===== config.mk =====
export PLATFORM = sky130hd
export DESIGN_NAME = sweep_misr
export DESIGN_NICKNAME = d
export VERILOG_FILES = /design/src/rtl/sweep_pkg.sv /design/src/rtl/sweep_misr.sv
export SDC_FILE = /design/constraint.sdc
export NUM_CORES = 1
export LEC_CHECK = 0
export ABC_AREA = 1
export CAP_MARGIN = 40
export CORE_MARGIN = 1.5
export CORE_UTILIZATION = 40
export DETAILED_ROUTE_END_ITERATION = 6
export PLACE_DENSITY = 0.72
export SLEW_MARGIN = 20
export SYNTH_ARGS = -nofsm -noshare
export SYNTH_HDL_FRONTEND = slang
export SYNTH_SLANG_ARGS = --single-unit

===== constraint.sdc =====
create_clock -name clk -period 0.9 [get_ports clk]
set_clock_uncertainty 0.05 [all_clocks]
set_input_delay 0.27 -clock clk [delete_from_list [all_inputs] [get_ports clk]]
set_output_delay 0.27 -clock clk [all_outputs]
set_load 0.02 [all_outputs]

===== src/rtl/sweep_pkg.sv =====
// sweep_pkg -- shared types and constants for the exhaustive sweep checker.
//   sweep_state_t : sweep FSM states (IDLE / DRIVE / DONE)
//   SIG_W         : signature width of the optional response MISR
//   MISR_POLY     : MISR feedback polynomial x^16+x^12+x^5+1 (x^16 implied)
//   MISR_SEED     : MISR value after reset and after every accepted start
package sweep_pkg;

    typedef enum logic [1:0] {
        IDLE  = 2'd0,
        DRIVE = 2'd1,
        DONE  = 2'd2
    } sweep_state_t;

    localparam int                SIG_W     = 16;
    localparam logic [SIG_W-1:0]  MISR_POLY = 16'h1021;
    localparam logic [SIG_W-1:0]  MISR_SEED = 16'hFFFF;

endpackage


===== src/rtl/sweep_misr.sv =====
// sweep_misr -- 16-bit serial-input MISR compacting the sampled DUT responses.
// Each enabled clock the register shifts left by one; the bit leaving the MSB,
// XORed with din, is folded back through MISR_POLY.
// Ports:
//   clk  : rising-edge clock
//   rst  : asynchronous active-high reset, loads MISR_SEED
//   clr  : synchronous reseed to MISR_SEED (has priority over en)
//   en   : shift din into the signature this clock
//   din  : serial response bit
//   sig  : current signature
module sweep_misr
    import sweep_pkg::*;
(
    input  logic             clk,
    input  logic             rst,
    input  logic             clr,
    input  logic             en,
    input  logic             din,
    output logic [SIG_W-1:0] sig
);

    logic [SIG_W-1:0] sig_reg;
    logic [SIG_W-1:0] sig_next;
    logic [SIG_W-1:0] shifted;
    logic             feedback;

    assign feedback = sig_reg[SIG_W-1] ^ din;

    // One XOR tap per bit: bit gi takes its lower neighbour (zero for bit 0)
    // and, where the polynomial has a term, the feedback bit.
    genvar gi;
    generate
        for (gi = 0; gi < SIG_W; gi++) begin : g_misr_bit
            if (gi == 0) begin : g_lsb
                assign shifted[gi] = feedback & MISR_POLY[gi];
            end else begin : g_upper
                assign shifted[gi] = sig_reg[gi-1] ^ (feedback & MISR_POLY[gi]);
            end
        end
    endgenerate

    always_comb begin
        sig_next = sig_reg;
        if (clr) begin
            sig_next = MISR_SEED;
        end else if (en) begin
            sig_next = shifted;
        end
    end

    always_ff @(posedge clk or posedge rst) begin
        if (rst) begin
            sig_reg <= MISR_SEED;
        end else begin
            sig_reg <= sig_next;
        end
    end

    assign sig = sig_reg;

endmodule


==> flow_summary.yaml, run 1 <==
cells_and_area:
  syn2layout_area_growth_pct: 82.5
  largest_reg_flops: 16
  drive_gt1_share_pct: 82.7
  stdcell_count: 135
  fillers: 106
  regArea_um2: 420
  final_nets: 117
  n_antenna_cell: 0
  multi_input_area_um2: 329
sta:
  fin_crit_ps: 1270
  fmax_mhz: 790
  period_share_pct: 141
  hold_violations: 0
  setup_slack_ps: -366
  slew_violations: 0
  worstMarginPinSlew_ps: 229
  rsz0062_at_grt: "true"
  whs_ps: 352
  tns_ps: -7340
  relSlewSlack_pct: 84.7
  setup_viol: 32
critical_path:
  reg2reg_to: "sig[12]"
  max_stage_delay_ps: 560
  worstPathArrival_ps: 950
  timing.rr.start: "sig[11]"
  ff2ff_path_depth: 7
  path_class: "reg2out"
  critPathBufInv: 1
  crit_chain: "buf_6"
  crit_slowest_cell: "dfstp_2"
  r2r_setup_slack_ps: -270
  crit_family: "flip-flops"
  crit_path_max_fanout: 2
  critPathRequiredTime_ps: 580
  worst_setup_path_end_kind: "output pin"
  startpoint_type: "register"
global_routing:
  grt_pass1_wl_um: 2570
  grt_max_degree: 17
  grt_usage_pct: 17.3
  grt_overflow: 0
  busiest_layer: "met2"
  antenna_found_initial: 0
  grt_use_met2_pct: 30.9
  globalRouteMet1Util_pct: 20.8
  use_met3_pct: 2.40
  grt_pass1_vias: 639
power:
  ir_drop_mv: 0.723
  p_per_area_nw_per_um2: 1100
  power.leakage_nw: 0.629
placed_design:
  dp_hpwl_um: 1030
  io_buffers: 20
  gp_congestion: 0.753
  place_inst: 127
routing:
  wl_per_cell_um: 12.6
  routed_wl_um: 1700
  ant_nets: 0
  drc: 0
  drtIter0Drc: 3
  vias: 641
  via_per_inst: 4.75
  firstDrtPassIters: 3
hold_path:
  min_to: "sig[0]"
  hp-start: "din"
  hold_path_class: "in2reg"
  holdPathStages: 4
floorplan:
  num_rows: 15
  fp.dieH_um: 45.3
  dieArea_um2: 2050
  start_util_pct: 41.9
  ioPinCount: 21
  design.core.area_um2: 1710
  fp.dieW_um: 45.3
synthesis:
  synth_ff_type: "dfstp_2"
  synth_top_area_share_pct: 58.7
  avgSynthCellArea_um2: 10.4
  synth_edf_count: 0
  yosys.area.top_type: "dfstp_2"
  synth_nets: 74
  yosysWarnings: 0
  ys_ff_latch: 16
  yosys-top-cells-area: "dfstp_2 (59%), a22oi_1 (10%), inv_1 (7.9%), a21oi_1 (4.2%), nand3_1 (4.2%)"
  synth_cells: 69
  synth_area_um2: 716
  synth_most_common_cell: "dfstp_2"
  synth_cell_types: 12
  synth_async_sr_flop_share_pct: 100
  yosysSeqAreaShare_pct: 58.7
  netlist_top_cells_count: "dfstp_2 (16), inv_1 (15), a22oi_1 (10)"
clock_tree:
  htreeDepth: 1
  hold_buffers: 0
  clkSinkCount: 16
  clk_latency_ps: 270
  clockRootBuffer: "clkbuf_4"
  clkTransAtPathRegs_ps: 90
  cts_buffer_depth: 2
  numCtsBuffers: 3
  cts_tree: "built"
run:
  max-cap-violations: 0
status:
  failed_checks: "setup timing"
  status: "finished, violations left"
report_power, final:
part	total (mW)	internal, mW	switching (mW)
sequential	0.777	0.760	0.0167
combinational	0.291	0.138	0.153
clock	0.363	0.155	0.209
final cells by class:
type | count | area share, %
Tap cell | 25 | 2.39
Sequential cell | 16 | 32.2
Inverter | 16 | 5.36
Clock buffer | 3 | 1.72
Multi-Input combinational cell | 35 | 25.2
Timing Repair Buffer | 40 | 33.1
per-layer routing:
layer | routed length (um) | share of wire, %
met1 | 676 | 40
met2 | 941 | 55
met3 | 67 | 3.9
met4 | 10 | 0.59
met5 | 0 | 0
placed cells by master, fill, tap and decap left out, types with 3 or more instances in the layout:
cell type / synthesis / layout
a21oi_1: 6 / 6
a22oi_2: 0 / 10
buf_4: 0 / 8
buf_6: 2 / 26
clkbuf_4: 0 / 3
dfstp_2: 16 / 16
inv_1: 15 / 6
inv_2: 1 / 7
nand2_2: 0 / 3
nand3_2: 0 / 6
how the worst max path moves through the flow:
| stage | start | end | slack, ps | cells after the start |
|---|---|---|---|---|
| 5_1_grt | sig[14] | sig[14] | -390 | 1 |
| 3_3_place_gp | sig[11] | sig[11] | -520 | 1 |
| 4_1_cts | sig[2] | sig[2] | -370 | 1 |
| 6_report | sig[12] | sig[12] | -370 | 1 |
| 3_5_place_dp | sig[11] | sig[11] | -530 | 1 |
| 2_1_floorplan | sig[15] | sig[12] | -120 | 5 |
per-stage QoR:
stage / utilization [%] / instance area [um^2] / setup slack (ps) / power (mW)
2_1_floorplan: - / 718 / -118 / 0.902
3_3_place_gp: 61.6 / 1050 / -525 / 1.01
3_5_place_dp: 61.6 / 1050 / -533 / 1.01
4_1_cts: 69.7 / 1190 / -373 / 1.41
5_1_grt: 76.5 / 1310 / -394 / 1.50
6_report: 76.5 / 1310 / -366 / 1.43
cell families after synthesis:
group,Yosys count,share of synthesized area [%]
AND/OR/NAND/NOR,18,14.3
AO/OA/AOI/OAI,17,15.4
buffers and inverters,18,11.5
flip-flops,16,58.7
repair_timing:
item / CTS / global route
resized for setup: 119 / 24
setup endpoints to repair: 32 / 32
pin swaps: 7 / 9
cloned: 0 / 0
buffers inserted: 2 / 5
No activity file was read; power rests on OpenSTA's default activity.
==> run 2, diff against run 1 <==
Settings changed: CTS_CLUSTER_DIAMETER set to 150.
==> results of run 2 <==
Same layout as run 1: the final DEF is identical, and so are final timing and power.
